===== src/rtl/spline_share_sched_pkg.sv =====
// Shared definitions for the spline share scheduler.
//   COEF_W    : coefficient width (7-bit unsigned)
//   N_TAPS    : taps per channel
//   state_t   : scheduler FSM states
//   COEF_TBL  : [set][tap] coefficient table, set 0 = A, set 1 = B
//   coef_of() : table lookup helper
package spline_pkg;

  localparam int COEF_W = 7;
  localparam int N_TAPS = 4;

  typedef enum logic [1:0] {
    S_IDLE = 2'd0,
    S_MAC  = 2'd1,
    S_OUT  = 2'd2
  } state_t;

  localparam logic [COEF_W-1:0] COEF_TBL [2][N_TAPS] = '{
    '{7'd21, 7'd85, 7'd21, 7'd0},
    '{7'd3,  7'd61, 7'd61, 7'd3}
  };

  function automatic logic [COEF_W-1:0] coef_of(input logic set, input logic [1:0] tap);
    return COEF_TBL[set][tap];
  endfunction

endpackage


===== src/rtl/spline_share_sched_if.sv =====
// Sample / result bundle of the spline share scheduler.
//   en         : tick counter run enable
//   din_l/r    : per-channel command samples (DIN_W)
//   dout_l/r   : interpolated results (DIN_W+7)
//   dout_valid : one-cycle pulse on result update
//   busy       : scheduler is computing
// master = sample source / result sink, slave = scheduler.
interface spline_share_sched_if #(
  parameter int DIN_W = 8
);
  localparam int DOUT_W = DIN_W + 7;

  logic              en;
  logic [DIN_W-1:0]  din_l;
  logic [DIN_W-1:0]  din_r;
  logic [DOUT_W-1:0] dout_l;
  logic [DOUT_W-1:0] dout_r;
  logic              dout_valid;
  logic              busy;

  modport master (
    output en, din_l, din_r,
    input  dout_l, dout_r, dout_valid, busy
  );

  modport slave (
    input  en, din_l, din_r,
    output dout_l, dout_r, dout_valid, busy
  );
endinterface


===== src/rtl/spline_share_sched_mac.sv =====
// Shared multiply / accumulate unit.
//   clk, n_rst : clock, async active-low reset
//   step       : perform one MAC operation this cycle
//   load       : 1 = acc <= product, 0 = acc <= acc + product
//   coef       : 7-bit unsigned coefficient
//   sample     : DIN_W unsigned history sample
//   acc        : DOUT_W accumulator (full precision, no wrap possible)
module spline_mac
  import spline_pkg::*;
#(
  parameter int DIN_W  = 8,
  parameter int DOUT_W = DIN_W + 7
) (
  input  logic              clk,
  input  logic              n_rst,
  input  logic              step,
  input  logic              load,
  input  logic [COEF_W-1:0] coef,
  input  logic [DIN_W-1:0]  sample,
  output logic [DOUT_W-1:0] acc
);

  logic [DOUT_W-1:0] prod;

  assign prod = DOUT_W'(coef) * DOUT_W'(sample);

  always_ff @(posedge clk or negedge n_rst) begin
    if (!n_rst) begin
      acc <= '0;
    end else if (step) begin
      acc <= load ? prod : (acc + prod);
    end
  end

endmodule


===== src/rtl/spline_share_sched.sv =====
// Two-channel cubic-spline interpolator sharing one MAC.
// Every TICK_DIV enabled clocks a tick starts an 8-cycle MAC pass
// (left taps 0..3, right taps 0..3) followed by one OUT cycle, so the
// result pulse lands exactly 10 cycles after the tick cycle.
//   clk, n_rst : clock, async active-low reset
//   bus        : spline_share_sched_if.slave (en, din_l/r, dout_l/r,
//                dout_valid, busy)
module spline_share_sched
  import spline_pkg::*;
#(
  parameter int DIN_W    = 8,
  parameter int TICK_DIV = 1000
) (
  input  logic                  clk,
  input  logic                  n_rst,
  spline_share_sched_if.slave   bus
);

  localparam int DOUT_W = DIN_W + 7;
  localparam int CNT_W  = $clog2(TICK_DIV);

  // A 10-cycle computation must always finish before the next tick.
  if (TICK_DIV < 10) begin : g_bad_div
    $fatal(1, "spline_share_sched: TICK_DIV must be >= 10");
  end

  logic [CNT_W-1:0]  cnt;
  logic              phase;
  logic              tick;
  logic [DIN_W-1:0]  hist_l [N_TAPS];
  logic [DIN_W-1:0]  hist_r [N_TAPS];

  state_t            state;
  logic [2:0]        mac_idx;
  logic              set_q;
  logic [DOUT_W-1:0] hold_l;
  logic [DOUT_W-1:0] dout_l_q;
  logic [DOUT_W-1:0] dout_r_q;
  logic              dout_valid_q;
  logic              busy_q;

  logic [1:0]        tap;
  logic              mac_step;
  logic              mac_load;
  logic [COEF_W-1:0] mac_coef;
  logic [DIN_W-1:0]  mac_sample;
  logic [DOUT_W-1:0] acc;

  assign tick = bus.en && (cnt == CNT_W'(TICK_DIV - 1));

  always_ff @(posedge clk or negedge n_rst) begin
    if (!n_rst) begin
      cnt   <= '0;
      phase <= 1'b0;
    end else if (bus.en) begin
      if (tick) begin
        cnt   <= '0;
        phase <= ~phase;
      end else begin
        cnt <= cnt + 1'b1;
      end
    end
  end

  // History advances only on phase-0 ticks; phase-1 ticks reuse it with set B.
  always_ff @(posedge clk or negedge n_rst) begin
    if (!n_rst) begin
      for (int i = 0; i < N_TAPS; i++) begin
        hist_l[i] <= '0;
        hist_r[i] <= '0;
      end
    end else if (tick && !phase) begin
      for (int i = 0; i < N_TAPS - 1; i++) begin
        hist_l[i] <= hist_l[i+1];
        hist_r[i] <= hist_r[i+1];
      end
      hist_l[N_TAPS-1] <= bus.din_l;
      hist_r[N_TAPS-1] <= bus.din_r;
    end
  end

  // mac_idx[2] selects the channel, mac_idx[1:0] the tap.
  assign tap        = mac_idx[1:0];
  assign mac_step   = (state == S_MAC);
  assign mac_load   = (tap == 2'd0);
  assign mac_coef   = coef_of(set_q, tap);
  assign mac_sample = mac_idx[2] ? hist_r[tap] : hist_l[tap];

  spline_mac #(
    .DIN_W  (DIN_W),
    .DOUT_W (DOUT_W)
  ) u_mac (
    .clk    (clk),
    .n_rst  (n_rst),
    .step   (mac_step),
    .load   (mac_load),
    .coef   (mac_coef),
    .sample (mac_sample),
    .acc    (acc)
  );

  // state | meaning
  // IDLE  | waiting for a tick
  // MAC   | 8 MAC cycles, left taps then right taps
  // OUT   | acc holds right result; publish both channels
  always_ff @(posedge clk or negedge n_rst) begin
    if (!n_rst) begin
      state        <= S_IDLE;
      mac_idx      <= '0;
      set_q        <= 1'b0;
      hold_l       <= '0;
      dout_l_q     <= '0;
      dout_r_q     <= '0;
      dout_valid_q <= 1'b0;
      busy_q       <= 1'b0;
    end else begin
      dout_valid_q <= 1'b0;
      case (state)
        S_IDLE: begin
          if (tick) begin
            state   <= S_MAC;
            mac_idx <= '0;
            // Coefficient set is the phase seen in the tick cycle.
            set_q   <= phase;
            busy_q  <= 1'b1;
          end
        end
        S_MAC: begin
          // At index 4 the accumulator still holds the finished left sum.
          if (mac_idx == 3'd4) begin
            hold_l <= acc;
          end
          if (mac_idx == 3'd7) begin
            state <= S_OUT;
          end
          mac_idx <= mac_idx + 1'b1;
        end
        S_OUT: begin
          dout_l_q     <= hold_l;
          dout_r_q     <= acc;
          dout_valid_q <= 1'b1;
          busy_q       <= 1'b0;
          state        <= S_IDLE;
        end
        default: begin
          state  <= S_IDLE;
          busy_q <= 1'b0;
        end
      endcase
    end
  end

  assign bus.dout_l     = dout_l_q;
  assign bus.dout_r     = dout_r_q;
  assign bus.dout_valid = dout_valid_q;
  assign bus.busy       = busy_q;

endmodule


===== src/flat_wrapper.sv =====
// flat-port wrapper written by rule: the top's interface ports become plain ports
module spline_share_sched_flat import spline_pkg::*;
#(
  parameter int DIN_W    = 8,
  parameter int TICK_DIV = 1000
)
  (clk, n_rst, bus_en, bus_din_l, bus_din_r, bus_dout_l, bus_dout_r, bus_dout_valid, bus_busy);
  spline_share_sched_if #(.DIN_W(DIN_W)) bus_i ();
  input  logic clk;
  input  logic n_rst;
  input wire logic [$bits(bus_i.en)-1:0] bus_en;
  input wire logic [$bits(bus_i.din_l)-1:0] bus_din_l;
  input wire logic [$bits(bus_i.din_r)-1:0] bus_din_r;
  output wire logic [$bits(bus_i.dout_l)-1:0] bus_dout_l;
  output wire logic [$bits(bus_i.dout_r)-1:0] bus_dout_r;
  output wire logic [$bits(bus_i.dout_valid)-1:0] bus_dout_valid;
  output wire logic [$bits(bus_i.busy)-1:0] bus_busy;
  assign bus_i.en = bus_en;
  assign bus_i.din_l = bus_din_l;
  assign bus_i.din_r = bus_din_r;
  assign bus_dout_l = bus_i.dout_l;
  assign bus_dout_r = bus_i.dout_r;
  assign bus_dout_valid = bus_i.dout_valid;
  assign bus_busy = bus_i.busy;
  spline_share_sched #(.DIN_W(DIN_W), .TICK_DIV(TICK_DIV)) u_core (.clk(clk), .n_rst(n_rst), .bus(bus_i));
endmodule

===== config.mk =====
export PLATFORM = sky130hd
export DESIGN_NAME = spline_share_sched_flat
export DESIGN_NICKNAME = d
export VERILOG_FILES = /design/src/rtl/spline_share_sched_pkg.sv /design/src/rtl/spline_share_sched_if.sv /design/src/rtl/spline_share_sched_mac.sv /design/src/rtl/spline_share_sched.sv /design/src/flat_wrapper.sv
export SDC_FILE = /design/constraint.sdc
export NUM_CORES = 1
export LEC_CHECK = 0
export CAP_MARGIN = 15
export CORE_MARGIN = 5
export CORE_UTILIZATION = 61
export DETAILED_ROUTE_END_ITERATION = 10
export GPL_TIMING_DRIVEN = 0
export PLACE_DENSITY_LB_ADDON = 0.25
export SETUP_SLACK_MARGIN = 0.5
export SLEW_MARGIN = 20
export SYNTH_ARGS = -nofsm -noshare
export SYNTH_HDL_FRONTEND = slang
export SYNTH_SLANG_ARGS = --single-unit

===== constraint.sdc =====
create_clock -name clk -period 7.9 [get_ports clk]
set_input_delay 1.975 -clock clk [delete_from_list [all_inputs] [get_ports clk]]
set_output_delay 1.975 -clock clk [all_outputs]
set_load 0.01 [all_outputs]

# Word-level counts from Yosys, hierarchy flattened
# Index checks and enable logic that the tools add are counted.
# classes
div	0
n_lt_le_gt_ge	2
reduce_logical	12
n_mux	23
eq_ne	7
shift	0
bitwise	4
mul	1
addsub	3
# op_table
op	n
$mux W28	2
$mux W8	5
$bmux W8 S2	2
$mux W26	1
$add A15 B15 Y15	1
$mul A7 B8 Y15	1
$mux W15	1
$bmux W7 S2	1
$mux W7	2
$reduce_and A2 Y1	6
$add A10 B1 Y10 const B	1
$eq A10 B10 Y1 const B	1
$mux W10	1
$eq A3 B3 Y1 const B	2
$pmux W3 S2	1
$logic_not A2 Y1	2
$mux W2	2
$pmux W2 S2	1
$add A3 B1 Y3 const B	1
$ge A3 B3 Y1 const B	1
$mux W3	1
$not A2 Y3	1
$eq A2 B1 Y1 const B	1
$eq A2 B2 Y1 const B	1
10 further kinds	13
# word_totals
rom_bits	0
elab_cells	71
register_bits	143
memories	0
output_inout_bits	32
latch_bits	0
ram_bits	0
inputBits	19

# Longest topological paths before layout
# Gate-level depths: netlist (run 1).
# logic_depth
ltp_word	10
mapped_depth	28
ltp_nobuf	26

# Cells and area by module
# A second synthesis (run 1) with hierarchy kept.
# unflattened
cells_unflattened	709
hier_area_um2	8653.3
# modules_own_cells
mod	seq_area_each_um2	cells_each	n_inst	area_each_um2
spline_share_sched	3203.1	354	1	5509.0
spline_mac	375.4	355	1	3144.3

# Worst setup path after synthesis (run 1)
# OpenSTA, ideal clock, no wires.
# synth_timing
path_kind	register to register
startpoint	register u_core.mac_idx[0]
endpoint	register u_core.u_mac.acc[14]
t_arrival_ns	6.589
period_less_slack_ns	6.717
required_time_ns	7.773
setup_time_ns	0.127
path_stages_with_launch	26
path_buffers	1
path_slack_ns	1.183
cell_sequence	dfrtp_1 buf_4 mux4_2 mux2i_1 or2_2 fa_1 fa_1 inv_1 fa_1 inv_1 fa_1 inv_1 ha_1 o21ai_0 nand2b_1 a31oi_1 o21ai_0 xor2_1 ha_1 a21o_1 a211o_1 a2111o_1 nand2_1 mux2_1 nor3b_1 nor3_2
# synth_via
elab_chain_len	8
elab_cells_between_ends	15
classes_between	add/sub: 1; mul: 1; mux: 11; bitwise: 1; reduce/logical: 1
# synth_rtl
item	line	source
start, declared	spline_share_sched.sv:34	logic [2:0] mac_idx;
start signal, assigned	spline_share_sched.sv:136	mac_idx <= mac_idx + 1'b1;
$not A2 Y3 (not written as such)	spline_share_sched_pkg.sv:24, spline_share_sched.sv:87	
$bmux W8 S2	spline_share_sched.sv:87	assign mac_sample = mac_idx[2] ? hist_r[tap] : hist_l[tap];
$mux W8 (not written as such) (2 in series)	spline_share_sched.sv:87	
$mux W8	spline_share_sched.sv:87	
$mul A7 B8 Y15	spline_share_sched_mac.sv:25	assign prod = DOUT_W'(coef) * DOUT_W'(sample);
$add A15 B15 Y15	spline_share_sched_mac.sv:31	acc <= load ? prod : (acc + prod);
$mux W15 *	spline_share_sched_mac.sv:31	
end signal, assigned	spline_share_sched_mac.sv:31	
end, declared	spline_share_sched_mac.sv:20	output logic [DOUT_W-1:0] acc
# Every way passes the cells marked *; elsewhere a longest branch is shown, timed or not. The select of a mux whose other input is x is not followed.
# A chain may end at the register's enable or synchronous reset.

# Final worst setup path (run 1)
# Same ends and word-level chain as after synthesis.

==> impl_metrics.env, run 1 <==
export IMPL_status="finished clean"
export IMPL_cts_buffers=17
export IMPL_yosysWarnings=0
export IMPL_grt_use_total_pct=22.4
export IMPL_first_pass_iters=4
export IMPL_ir_drop_mv=0.138
export IMPL_async_flop_share_pct=100
export IMPL_cpMaxStageDelayCell="mux4_2"
export IMPL_period_needed_ps=7060
export IMPL_fillers=941
export IMPL_synthTopCellsByCount="143 x dfrtp_1, 60 x mux2_4, 54 x ha_1, 53 x nor2_1, 52 x mux2_2"
export IMPL_die_area_mm2=0.0170
export IMPL_clock_skew_ps=12.0
export IMPL_core_rowCount=44
export IMPL_globalRouteOverflowTotal=0
export IMPL_multi_input_area_mm2=0.00493
export IMPL_cts_root_buf="clkbuf_16"
export IMPL_hold_path_class="flip-flop to flip-flop"
export IMPL_cts_num_sinks=143
export IMPL_grt_pass1_vias=6100
export IMPL_cts_tree="done"
export IMPL_slew_viol_final=0
export IMPL_syn_area_per_cell_um2=12.3
export IMPL_wirelength_um=17700
export IMPL_ant_nets=0
export IMPL_final_util_pct=72.1
export IMPL_maxCapViolCount=0
export IMPL_fin_ws_ps=838
export IMPL_core_area_mm2=0.0144
export IMPL_synth_cell_types=56
export IMPL_num_io_pins=51
export IMPL_h_tree_depth=4
export IMPL_fin_crit_sh_pct=89.4
export IMPL_crit_buf_inv=4
export IMPL_start_util_pct=61.4
export IMPL_clockBufferDepth=2
export IMPL_clkTransAtPathRegs_ps=60
export IMPL_rsz0062_at_grt="false"
export IMPL_worstPathMaxFanout=10
export IMPL_die_width_um=130
export IMPL_antenna_found_initial=0
export IMPL_num_antenna_cells=0
export IMPL_ys_ff_latch=143
export IMPL_synthCells=719
export IMPL_place_gp_congestion=0.883
export IMPL_postCtsHoldBufs=0
export IMPL_synthTopCellsByArea="dfrtp_1 41%, mux2_4 10%, ha_1 7.7%"
export IMPL_drc_errors=0
export IMPL_syn_nets=820
export IMPL_yosys_area_top_type_share_pct=40.6
export IMPL_synth_top_area_cell="dfrtp_1"
export IMPL_seq_area_mm2=0.00358
export IMPL_viasPerCell=5.81
export IMPL_endpoint_kind="flip-flop"
export IMPL_clk_latency_ps=430
export IMPL_port_buffers=49
export IMPL_path_common_cell="fa_1"
export IMPL_fin_cells=994
export IMPL_grt_pass1_wl_um=29900
export IMPL_pwr_density_cell_mw_per_mm2=161
export IMPL_drt_initial_drc_count=368
export IMPL_dpl_worst_slack_ps=333
export IMPL_drive_above_1_share_pct=25.3
export IMPL_ys_seq_area_share_pct=40.6
export IMPL_p_leak_uw=0.00511
export IMPL_area_delta_synth_final_pct=17.6
export IMPL_fmaxAchievable_mhz=142
export IMPL_wire_per_inst_um=17.8
export IMPL_cp_slowest_stage_delay_ps=550
export IMPL_worst_pin_slew_ps=802
export IMPL_synth_most_common_cell="dfrtp_1"
export IMPL_setup_viol=0
export IMPL_required_ps=8210
export IMPL_synth_ff_type="dfrtp_1"
export IMPL_dp_cells=953
export IMPL_maxSlewHeadroom_pct=46.5
export IMPL_syn_area_mm2=0.00882
export IMPL_tns_ps=0
export IMPL_grt_max_degree=97
export IMPL_crit_family="adder cells"
export IMPL_power_uw=1670
export IMPL_layout_nets=898
export IMPL_dieHeight_um=130
export IMPL_finalHoldViolCount=0
export IMPL_synth_edf_count=0
export IMPL_arrival_ps=7380
export IMPL_startpoint_type="flip-flop"
export IMPL_crit_type="flip-flop to flip-flop"
export IMPL_num_vias=5779
export IMPL_dpl_hpwl_um=12800
==> power breakdown <==
part           internal [uW]  switching, uW
combinational           21.5           25.2
clock                    534            329
sequential               745           16.1
==> cell families after synthesis <==
kind of cell               synth area share, %
xor gates and xnor gates                  2.88
buffers and inverters                     4.37
DFF                                       40.6
muxes                                     22.4
AOI/OAI and AO/OA                         7.02
and+or+nand+nor                           8.68
adders and majority gates                 14.0
==> layer usage <==
metal / wire length, um / part of all wire, % / GRT usage [%] / up-vias
met5: 0 / 0 / 0 / -
met4: 507 / 2.9 / 7.95 / 0
met3: 647 / 3.7 / 4.50 / 47
met2: 9150 / 52 / 38.9 / 120
met1: 7390 / 42 / 28.0 / 2924
li1: - / - / - / 2688
==> registers in the layout (all words and copies together), names as in the netlist <==
register	flops
u_core.bus.busy	1
u_core.bus.dout_l	15
u_core.bus.dout_r	15
u_core.bus.dout_valid	1
u_core.cnt	10
u_core.hist_l	32
u_core.hist_r	32
u_core.hold_l	15
u_core.mac_idx	3
u_core.phase	1
u_core.set_q	1
u_core.state	2
u_core.u_mac.acc	15
==> layout make-up <==
type,instances,share of cell area (%)
multi-input combinational,505,47.5
sequential,143,34.5
timing repair buffer,59,5.70
clock buffer,18,4.14
buffer,26,2.29
tap,184,2.22
clock inverter,14,1.97
inverter,45,1.63
==> metrics by stage <==
| step | area [um^2] | hold WS (ps) |
|---|---|---|
| after floorplan | 8820 | 446 |
| after global placement | 9540 | 463 |
| after detailed placement | 9570 | 482 |
| after CTS | 10200 | 495 |
| after global routing | 10400 | 519 |
| final | 10400 | 497 |
==> cell usage in the layout (no fill, tap or decap), types with 16 or more instances in the layout <==
master             n
dfrtp_1          142
mux2_4            61
ha_1              54
nor2_1            53
mux2_2            51
clkdlybuf4s50_1   48
inv_1             45
nand2_1           44
fa_1              28
a21oi_1           24
o21ai_0           22
xnor2_1           17
clkbuf_16         17
mux4_2            16
==> repair_timing <==
item	4_1_cts	5_1_grt
pin swaps	0	2
endpoints found under the setup margin	1	2
resized for setup	5	17
setup buffers	0	9
==> final timing paths <==
check / startpoint / end / slack (ps) / depth (start not counted)
worst max-delay path: u_core.mac_idx[0] / u_core.u_mac.acc[14] / 840 / 25
worst min-delay path: u_core.cnt[8] / u_core.cnt[8] / 500 / 1
worst max register to register: u_core.mac_idx[0] / u_core.u_mac.acc[14] / 840 / 25
worst min register to register: u_core.cnt[8] / u_core.cnt[8] / 500 / 1
max in group asynchronous: n_rst / u_core.hist_r[13] / 5690 / 2
min in group asynchronous: n_rst / u_core.bus.dout_valid / 1430 / 1
No activity file was read; power rests on OpenSTA's default activity.
==> run 2: changes to the inputs <==
--- a/config.mk
+++ b/config.mk
@@ -7,7 +7,7 @@
 export LEC_CHECK = 0
 export CAP_MARGIN = 15
 export CORE_MARGIN = 5
-export CORE_UTILIZATION = 61
+export CORE_UTILIZATION = 45
 export DETAILED_ROUTE_END_ITERATION = 10
 export GPL_TIMING_DRIVEN = 0
 export PLACE_DENSITY_LB_ADDON = 0.25
==> run 2 against run 1 <==
Compared with the run above:
- critical path depth unchanged
- global-route usage decreased by 5.9 points
- routed wire length decreased by 1.4%
- count of clock-buffer cells in the layout increased by 1
- critical path type unchanged
- first-iteration DRC count decreased by 50%
- via count decreased by 2.8%
- maximum frequency decreased by 0.45%
==> impl_metrics.env, run 2 (synthesis gave the netlist of run 1 again) <==
export IMPL_ir_drop_mv=0.141
export IMPL_grt_max_degree=99
export IMPL_place_gp_congestion=0.870
export IMPL_seqPwrFrac_pct=47.9
export IMPL_grt_busiest_layer="met2"
export IMPL_grt_use_met1_pct=21.4
export IMPL_slew_viol_final=0
export IMPL_core_rowCount=51
export IMPL_start_util_pct=45.5
export IMPL_r2r_slack_ps=810
export IMPL_wirelength_um=17400
export IMPL_finalHoldViolCount=0
export IMPL_rr_endpoint="u_core.u_mac.acc[14]"
export IMPL_p_int_uw=1200
export IMPL_port_buffers=49
export IMPL_period_needed_ps=7090
export IMPL_r2r_start="u_core.mac_idx[0]"
export IMPL_grt_pass1_wl_um=29600
export IMPL_worstSetupEndpoint="u_core.u_mac.acc[14]"
export IMPL_fmaxAchievable_mhz=141
export IMPL_reg2regPathDepth=25
export IMPL_power_uw=1590
export IMPL_gr_usage_met3_pct=2.85
export IMPL_core_area_mm2=0.0194
export IMPL_p_leak_uw=0.00506
export IMPL_pwr_density_cell_mw_per_mm2=154
export IMPL_required_ps=8200
export IMPL_grt_use_total_pct=16.5
export IMPL_worst_hold_slack_ps=498
export IMPL_setup_viol=0
export IMPL_cts_tree="done"
export IMPL_clockBufferDepth=2
export IMPL_wire_per_inst_um=16.3
export IMPL_cts_root_buf="clkbuf_16"
export IMPL_area_delta_synth_final_pct=17.3
export IMPL_die_width_um=150
export IMPL_num_io_pins=51
export IMPL_comb_power_share_pct=2.9
export IMPL_first_pass_iters=4
export IMPL_h_tree_depth=4
export IMPL_status="finished clean"
export IMPL_antenna_found_initial=0
export IMPL_final_cell_mix="142 x dfrtp_1, 60 x mux2_4, 54 x ha_1, 53 x nor2_1, 52 x mux2_2"
export IMPL_p_sw_uw=391
export IMPL_globalRouteOverflowTotal=0
export IMPL_drc_errors=0
export IMPL_rsz0062_at_grt="false"
export IMPL_ant_nets=0
export IMPL_num_antenna_cells=0
export IMPL_worstPathMaxFanout=10
export IMPL_maxCapViolCount=0
export IMPL_drt_initial_drc_count=184
export IMPL_dieHeight_um=150
export IMPL_final_common_cell="dfrtp_1"
export IMPL_crit_start="u_core.mac_idx[0]"
export IMPL_endpoint_kind="flip-flop"
export IMPL_cts_num_sinks=143
export IMPL_p_clk_share_pct=49.2
export IMPL_swShare_pct=24.6
export IMPL_startpoint_type="flip-flop"
export IMPL_clock_skew_ps=11.3
export IMPL_worst_pin_slew_ps=759
export IMPL_top_regs="u_core.hist_l x32, u_core.hist_r x32"
export IMPL_clkTransAtPathRegs_ps=70
export IMPL_postCtsHoldBufs=0
export IMPL_grt_pass1_vias=5956
export IMPL_crit_type="flip-flop to flip-flop"
export IMPL_cts_buffers=17
export IMPL_dpl_hpwl_um=12800
export IMPL_die_area_mm2=0.0225
export IMPL_arrival_ps=7400
export IMPL_num_vias=5619
export IMPL_fin_crit_sh_pct=89.8
export IMPL_hold_path_class="flip-flop to flip-flop"
export IMPL_viasPerCell=5.25
export IMPL_clk_latency_ps=420
export IMPL_maxSlewHeadroom_pct=49.0
export IMPL_drive_above_1_share_pct=24.8
export IMPL_layout_nets=893
export IMPL_use_met2_pct=28.7
==> run 2: changes by cell type in the layout (fill, tap and decap cells not counted), sizes merged <==
cell,before,now
inv,49,53
clkinv,4,3
buf,24,20
bufinv,4,0
==> run 2: worst min-delay path by stage <==
stage	start	cells past startpoint	slack (ps)	to
2_1_floorplan	u_core.cnt[8]	1	450	u_core.cnt[8]
3_3_place_gp	u_core.cnt[8]	1	460	u_core.cnt[8]
3_5_place_dp	u_core.cnt[8]	1	490	u_core.cnt[8]
4_1_cts	u_core.cnt[8]	1	500	u_core.cnt[8]
5_1_grt	u_core.hold_l[14]	1	520	u_core.hold_l[14]
6_report	u_core.hold_l[11]	1	500	u_core.bus.dout_l[11]
==> run 2: power by group through the flow <==
| stage | combinational [uW] | clock [uW] | sequential, uW |
|---|---|---|---|
| global placement | 44.7 | 0 | 773 |
| CTS | 48.1 | 798 | 760 |
| detailed placement | 48.0 | 0 | 774 |
| floorplan | 20.5 | 0 | 771 |
| finish | 46.6 | 782 | 760 |
| global route | 54.7 | 829 | 762 |
==> run 2: routing by layer <==
layer	wire, um	share of wire [%]	vias up
met1	8040	46	2854
met5	0	0	-
li1	-	-	2684
met2	8780	50	77
met4	91	0.52	0
met3	525	3.0	4
==> run 2: layout make-up <==
class,count,area (um^2)
fillers,1685,9050
multi-input cells,505,4910
flip-flops and latches,143,3580
repair buffers,54,553
clock buffers,19,453
well taps,265,332
plain buffers,26,229
inverters,45,169
clock inverters,13,118
==> run 2: worst max-delay path: stages, from the launching register on <==
cell,delay [ps]
dfrtp_2,420
buf_6,190
mux4_2,580
mux2i_4,260
or2_2,180
fa_1,430
fa_1,490
inv_1,50
fa_1,530
inv_1,50
fa_1,520
inv_1,40
ha_1,360
o21ai_0,190
nand2b_1,90
a31oi_2,240
o21ai_0,150
xor2_1,290
ha_1,300
a21o_1,190
a211o_1,310
a2111o_1,370
nand2_1,100
mux2_1,320
nor3b_1,240
nor3_2,80
==> run 2: what timing repair did <==
action / 4_1_cts / 5_1_grt
resized for setup: 7 / 8
endpoints found under the setup margin: 1 / 1
setup buffers: 0 / 4
endpoints found under the hold margin: 0 / 0
pin swaps: 1 / 3
==> run 2: stage by stage <==
| step | instances | util, % | area (um^2) | TNS [ps] | setup WS, ps |
|---|---|---|---|---|---|
| global route | 1070 | 53.3 | 10300 | 0 | 490 |
| floorplan | 719 | - | 8820 | 0 | 1180 |
| CTS | 1066 | 52.9 | 10300 | 0 | 515 |
| finish | 1070 | 53.3 | 10300 | 0 | 806 |
| detailed placement | 1034 | 49.9 | 9670 | 0 | 244 |
| global placement | 1033 | 49.7 | 9640 | -84920 | -607 |
